===== src/rtl/blink_pkg.sv =====
// Shared types and defaults for the multi-channel LED blinker.
package blink_pkg;
  typedef enum logic [1:0] {
    OFF   = 2'd0,
    ON    = 2'd1,
    BLINK = 2'd2,
    PULSE = 2'd3
  } mode_e;

  localparam int CBITS_DEF    = 11;
  localparam int CHANNELS_DEF = 4;
endpackage


===== src/rtl/blink_chan.sv =====
// One LED channel: mode register plus blink phase and pulse flop, led decoded from state.
// Optional SVA compiled in when BLINK_ASSERT_EN is defined.
//
// state | meaning
// OFF   | led held low
// ON    | led held high
// BLINK | ph toggles on each channel event, led = ph
// PULSE | led high for the one cycle after each channel event
module blink_chan
  import blink_pkg::*;
(
  input  logic       clk,
  input  logic       rst_n,
  input  logic       wrap,
  input  logic       ev,
  input  logic [1:0] mode_req,
  output logic       led
);

  mode_e mode_q, mode_d, req;
  logic  ph_q, ph_d;
  logic  pls_q, pls_d;

  assign req = mode_e'(mode_req);

  always_ff @(posedge clk or negedge rst_n) begin
    if (!rst_n) begin
      mode_q <= OFF;
      ph_q   <= 1'b0;
      pls_q  <= 1'b0;
    end else begin
      mode_q <= mode_d;
      ph_q   <= ph_d;
      pls_q  <= pls_d;
    end
  end

  always_comb begin
    mode_d = mode_q;
    ph_d   = ph_q;
    pls_d  = 1'b0;
    led    = 1'b0;
    // A mode change at a wrap restarts the channel and swallows any coincident event.
    if (wrap && (req != mode_q)) begin
      mode_d = req;
      ph_d   = 1'b0;
    end else begin
      case (mode_q)
        BLINK:   if (ev) ph_d = !ph_q;
        PULSE:   pls_d = ev;
        default: ;
      endcase
    end
    case (mode_q)
      ON:      led = 1'b1;
      BLINK:   led = ph_q;
      PULSE:   led = pls_q;
      default: led = 1'b0;
    endcase
  end

`ifdef BLINK_ASSERT_EN
  a_off: assert property (@(posedge clk) disable iff (!rst_n)
    (mode_q == OFF) |-> !led);
  a_live: assert property (@(posedge clk) disable iff (!rst_n)
    (mode_q == BLINK && $stable(mode_q)) |-> s_eventually led);
`endif

endmodule


===== src/rtl/blink_multi.sv =====
// Shared prescaler, epoch counter and per-channel event decode driving CHANNELS LED channels.
// Optional SVA compiled in when BLINK_ASSERT_EN is defined.
module blink_multi
  import blink_pkg::*;
#(
  parameter int CBITS    = CBITS_DEF,
  parameter int CHANNELS = CHANNELS_DEF
) (
  input  logic                  clk,
  input  logic                  rst_n,
  input  logic [2*CHANNELS-1:0] mode_i,
  output logic [CHANNELS-1:0]   led,
  output logic                  flg
);

  localparam logic [CBITS-1:0]    CNT_ONE = 1;
  localparam logic [CHANNELS-1:0] EP_ONE  = 1;

  logic [CBITS-1:0]    cnt;
  logic [CHANNELS-1:0] epoch;
  logic [CHANNELS-1:0] ev;
  logic [CHANNELS-1:0] msk;
  logic                wrap;

  assign wrap = &cnt;

  always_ff @(posedge clk or negedge rst_n) begin
    if (!rst_n) begin
      cnt   <= '0;
      epoch <= '0;
      flg   <= 1'b0;
    end else begin
      cnt <= cnt + CNT_ONE;
      flg <= wrap;
      if (wrap) epoch <= epoch + EP_ONE;
    end
  end

  // Channel i fires on every 2^i-th wrap, using the epoch value before it increments.
  always_comb begin
    ev  = '0;
    msk = '0;
    for (int i = 0; i < CHANNELS; i++) begin
      msk = '0;
      for (int j = 0; j < i; j++) msk[j] = 1'b1;
      ev[i] = wrap && ((epoch & msk) == msk);
    end
  end

  for (genvar i = 0; i < CHANNELS; i++) begin : g_chan
    blink_chan u_chan (
      .clk      (clk),
      .rst_n    (rst_n),
      .wrap     (wrap),
      .ev       (ev[i]),
      .mode_req (mode_i[2*i +: 2]),
      .led      (led[i])
    );
  end

`ifdef BLINK_ASSERT_EN
  a_flg: assert property (@(posedge clk) disable iff (!rst_n) flg |=> !flg);
`endif

endmodule


===== config.mk =====
export PLATFORM = sky130hd
export DESIGN_NAME = blink_multi
export DESIGN_NICKNAME = d
export VERILOG_FILES = /design/src/rtl/blink_pkg.sv /design/src/rtl/blink_chan.sv /design/src/rtl/blink_multi.sv
export SDC_FILE = /design/constraint.sdc
export NUM_CORES = 1
export LEC_CHECK = 0
export ABC_AREA = 1
export CAP_MARGIN = 5
export CELL_PAD_IN_SITES_DETAIL_PLACEMENT = 1
export CELL_PAD_IN_SITES_GLOBAL_PLACEMENT = 1
export CORE_UTILIZATION = 36
export CTS_CLUSTER_SIZE = 40
export DETAILED_ROUTE_END_ITERATION = 8
export PLACE_DENSITY = 0.72
export SETUP_SLACK_MARGIN = 0.15
export SYNTH_ARGS = -nofsm -noshare
export SYNTH_HDL_FRONTEND = slang
export SYNTH_SLANG_ARGS = --single-unit

===== constraint.sdc =====
create_clock -name clk -period 1.4 [get_ports clk]
set_input_delay 0.14 -clock clk [delete_from_list [all_inputs] [get_ports clk]]
set_output_delay 0.14 -clock clk [all_outputs]
set_load 0.01 [all_outputs]

After elaboration in Yosys (flattened, before gate mapping):

Index checks and enable logic that the tools add are counted.

* bits in registers: 32
* bits in latches: 0
* RAM bits: 0
* bits in read-only memories: 0
* memories: 0

* add/subtract/negate cells: 2
* multiply operators: 0
* div/mod/pow operators: 0
* $lt $le $gt $ge: 0
* equal/unequal tests: 18
* shift operators: 0
* multiplexer cells: 24
* bitwise operators: 0
* reductions and logical operators: 24

Operator list (count)
* 2-to-1 mux 1 bit: 20
* equality test 2 bit (second input constant): 9
* nonzero test 2 bit: 8
* one-hot mux 1 bit (3 select lines): 4
* adder 11 x 1 -> 11 bit (second input constant): 1
* AND reduction 11 bit: 1
* equality test 2 x 1 -> 1 bit (second input constant): 4
* != test 2 bit: 4
* AND reduction 2 bit: 4
* logical AND 1 bit: 7
* adder 4 x 1 -> 4 bit (second input constant): 1
* logical NOT 1 bit: 4
* equality test 3 bit (second input constant): 1

Longest topological paths before layout:

Gate-level depths: netlist (run 1).

* depth after elaboration: 5
* mapped depth: 9

Modules after synthesis:

Synthesis (run 1) repeated with hierarchy kept, for this count alone.

* cells, all modules: 188
* area total of the unflattened synthesis: 1562.7 um^2

By module, submodules not included
* blink_chan: instances 4, cells an instance 28, area each 210.2 um^2
* blink_multi: instances 1, cells an instance 76, area each 721.9 um^2

Worst setup path after synthesis (run 1):

Ideal clock, no wire load.

* path type: register to register
* start point: register cnt[0]
* end point: register g_chan[1].u_chan.mode_q[1]
* library setup time: 0.117 ns
* arrival: 1.284 ns
* setup slack: -0.002 ns
* stages on the path, launching flop included: 10
* buffers on the path: 1
* clock period less this slack: 1.402 ns
* path through: dfrtp_1 > ha_1 > nand2_1 > nor2_4 > nand2_4 > nor2_4 > buf_6 > nand2_2 > nand2_2 > o21ai_2

* word-level cells in the longest chain between the ends: 2

Ends and longest elaborated chain
* start: declaration: RTL line blink_multi.sv:19 `logic [CBITS-1:0] cnt;`
* start signal: assignment: RTL line blink_multi.sv:33 `cnt <= cnt + CNT_ONE;`
* AND reduction 11 bit: RTL line blink_multi.sv:25 `assign wrap = &cnt;`
* named net g_chan[0].u_chan.ev: RTL line blink_chan.sv:15 `input logic ev,`
* logical AND 1 bit: RTL line blink_chan.sv:44 `if (wrap && (req != mode_q)) begin`
* end signal: assignment: RTL line blink_chan.sv:32 `mode_q <= mode_d;`
* end: declaration: RTL line blink_chan.sv:20 `mode_e mode_q, mode_d, req;`

The timed path passes the listed nets, and every way through them passes these cells.
A chain may end at the register's enable or synchronous reset.

Worst setup path in the final report (run 1):

* start point: register cnt[0]
* end point: register g_chan[1].u_chan.ph_q

* word-level cells in the longest chain between the ends: 4
* elaborated cells between the ends (all ways): 7
* classes of those cells: mux: 1; reduce/logical: 6

Ends and longest elaborated chain
* AND reduction 11 bit *: RTL line blink_multi.sv:25
* logical AND 1 bit (on tied branches): RTL line blink_chan.sv:44, blink_multi.sv:46
* nonzero test 2 bit (no line)
* AND reduction 2 bit (no line)
* end signal: assignment: RTL line blink_chan.sv:33 `ph_q <= ph_d;`
* end: declaration: RTL line blink_chan.sv:21 `logic ph_q, ph_d;`

Every way passes the cells marked *; elsewhere a longest branch is shown, timed or not.

==> flow_summary.ini, run 1 <==
[critical_path]
cp.arrival_ns = 1.65
crit_path_end_kind = register
worstSetupStartpointType = register
critPathRequiredTime_ns = 1.57
cp_max_fo = 8
path_class = register to register

[pwr]
p_leak_nw = 1.07
ir_drop_uv = 402
p_total_mw = 1.67
power_density_mw_per_mm2 = 758

[final_layout]
nNetsFinal = 240
drive_gt1_frac = 0.401
register_area_sq_um = 776
final.fill_count = 469
antenna_cells = 0
multi_input_area_sq_um = 746
final_cell_area_sq_mm = 0.00221
area_growth_pct = 41.8
fin_cells = 277

[place]
dp.cells = 258
dpl.hpwl_microns = 2590
postPlaceCellArea_sq_mm = 0.00192
port_buffers = 14
place.gp.congestion = 0.730

[clocking]
htree_levels = 2
cts_hold_buffers = 0
cts_inserted_buffers = 5
cts_sinks = 31
clock_path_buffers = 2
cts-root-buf = clkbuf_8
clk_pin_slew_worst_paths_ns = 0.07
clk_latency_ns = 0.29
tritoncts = done

[synth]
muxShareOfSynthArea = 0
synth-seq-cells = 31
synth-edff-count = 0
synth.distinct_cells = 24
synth_commonest_cells = nand2_1, dfrtp_1, inv_1
synth_area_leaders = dfrtp_1, nand2_1, inv_1
postSynthAreaPerCell_sq_um = 9.00
synth_top_family_by_area = simple AND/OR/NAND/NOR gates
yosysTopAreaCellShare = 0.498
netlist_instances = 173
synth_fa_ha_area_frac = 0.0241
syn_nets = 186
async_flop_share = 1.00
yosysTopAreaCell = dfrtp_1
synth-simple-area-share = 0.240
synth_xor_area_frac = 0.0732
post-synth-top-count-cell = nand2_1
synth_area_sq_mm = 0.00156
yosysWarnings = 0
synth_compound_area_frac = 0.0723
yosysSeqAreaShare = 0.498
ys.flop_type = dfrtp_1

[run]
drv_cap = 0

[grt]
grt_pass1_wl_microns = 6200
grt_overflow = 0
grt_max_degree = 32
grt_pass1_vias = 1444
grt.total_usage = 0.192
grt_antenna_before_repair = 0

[sta]
timing.final.max_slew_violations = 0
rsz0062_at_grt = true
finClkSkew_ns = 0.00705
clock.fmax_mhz = 675
setup_tns_ns = -0.740
period_share = 1.06
hold_viol = 0
relSlewSlack = 0.733
setup_viol = 19
finalHoldWorstSlack_ns = 0.244
fin_ws_ns = -0.0820
post-route-min-period_ns = 1.48
worst_pin_slew_ns = 0.401

[routing]
routed_wl_microns = 3780
via_count = 1296
dr.pass1.iters = 3
dr.first_iter.drc_count = 25
viasPerCell = 4.68
wl_per_cell_microns = 13.6
drc = 0
ant_nets = 0

[floorplanning]
rows = 23
initial_core_util = 0.381
die_h_microns = 67.8
pin_count = 15
core_area_sq_mm = 0.00409
die_w_microns = 67.8
dieArea_sq_mm = 0.00459

[status]
violations = negative setup slack
status = finished with violations

[hold_path]
min_path_type = primary input to async pin
## kinds of logic after synthesis
logic type | Yosys count
and+or+nand+nor | 74
buffers and inverters | 32
DFF | 31
xor gates and xnor gates | 13
adders and majority gates | 3
AOI/OAI and AO/OA | 20
## final timing paths
check,startpoint,end,slack (ns),depth (start not counted)
min,rst_n,g_chan[2].u_chan.mode_q[0],0.24,2
min reg2reg,cnt[9],cnt[9],0.47,1
max in group asynchronous,rst_n,g_chan[1].u_chan.ph_q,0.86,2
min in group clk,mode_i[6],g_chan[3].u_chan.mode_q[0],0.45,3
max,cnt[0],g_chan[1].u_chan.ph_q,-0.08,9
max reg2reg,cnt[0],g_chan[1].u_chan.ph_q,-0.08,9
## where the power goes
part	switching (mW)	leakage (nW)	internal [mW]
clock	0.326	0.0470	0.385
combinational	0.0357	0.628	0.0296
sequential	0	0.398	0.896
total	0.362	1.07	1.31
## area by class of cell
| cell class | instances | area share |
|---|---|---|
| Clock buffer | 6 | 0.0374 |
| Clock inverter | 1 | 0.00227 |
| Inverter | 27 | 0.0459 |
| Multi-Input combinational cell | 110 | 0.338 |
| Sequential cell | 31 | 0.351 |
| Tap cell | 50 | 0.0283 |
| Timing Repair Buffer | 52 | 0.197 |
## metal layers
layer,vias up,routed length (microns),global-route usage
li1,638,-,-
met1,634,1500,0.188
met2,15,2080,0.363
met3,9,122,0.0574
met4,0,73,0.0878
met5,-,0,0
## critical path: stages, from the launching register on
cell and delay [ns]:
dfrtp_1 0.36, ha_2 0.19, nand2_2 0.08, nor2_4 0.14
buf_6 0.12, nand3_4 0.14, nor2_4 0.17, nand2_1 0.07
nand2_1 0.07, nor2_1 0.04
## state kept, by name, indices dropped and copies added, names as in the netlist
register,flops
epoch,3
g_chan.u_chan.mode_q,8
g_chan.u_chan.ph_q,4
g_chan.u_chan.pls_q,4
flg,1
cnt,11
## stage by stage
stage	utilization	setup WS, ns
after global placement	0.471	-0.0794
after detailed placement	0.471	-0.166
after global routing	0.540	-0.187
after floorplan	-	0.0244
after CTS	0.513	-0.116
final	0.540	-0.0820
## layout by cell type, fill, tap and decap left out, drive strengths merged, types with 6 or more instances in the layout
cell and n:
o21ai 13, inv 27, xor2 11, nor2 16, nand2 42, nand3 7, dfrtp 31, clkbuf 6
clkdlybuf4s50 9, buf 42
## timing repair
action / 4_1_cts / 5_1_grt
endpoints found under the setup margin: 26 / 31
pin swaps: 15 / 19
gates resized for setup: 40 / 25
hold endpoints to repair: 0 / 0
buffers inserted: 7 / 5
No activity file was read; power rests on OpenSTA's default activity.
==> inputs of run 2 (changes only) <==
--- a/config.mk
+++ b/config.mk
@@ -12,6 +12,7 @@
 export CORE_UTILIZATION = 36
 export CTS_CLUSTER_SIZE = 40
 export DETAILED_ROUTE_END_ITERATION = 8
+export HOLD_SLACK_MARGIN = 0.02
 export PLACE_DENSITY = 0.72
 export SETUP_SLACK_MARGIN = 0.15
 export SYNTH_ARGS = -nofsm -noshare
==> results of run 2 <==
Final layout, timing and power as in run 1 (identical DEF).
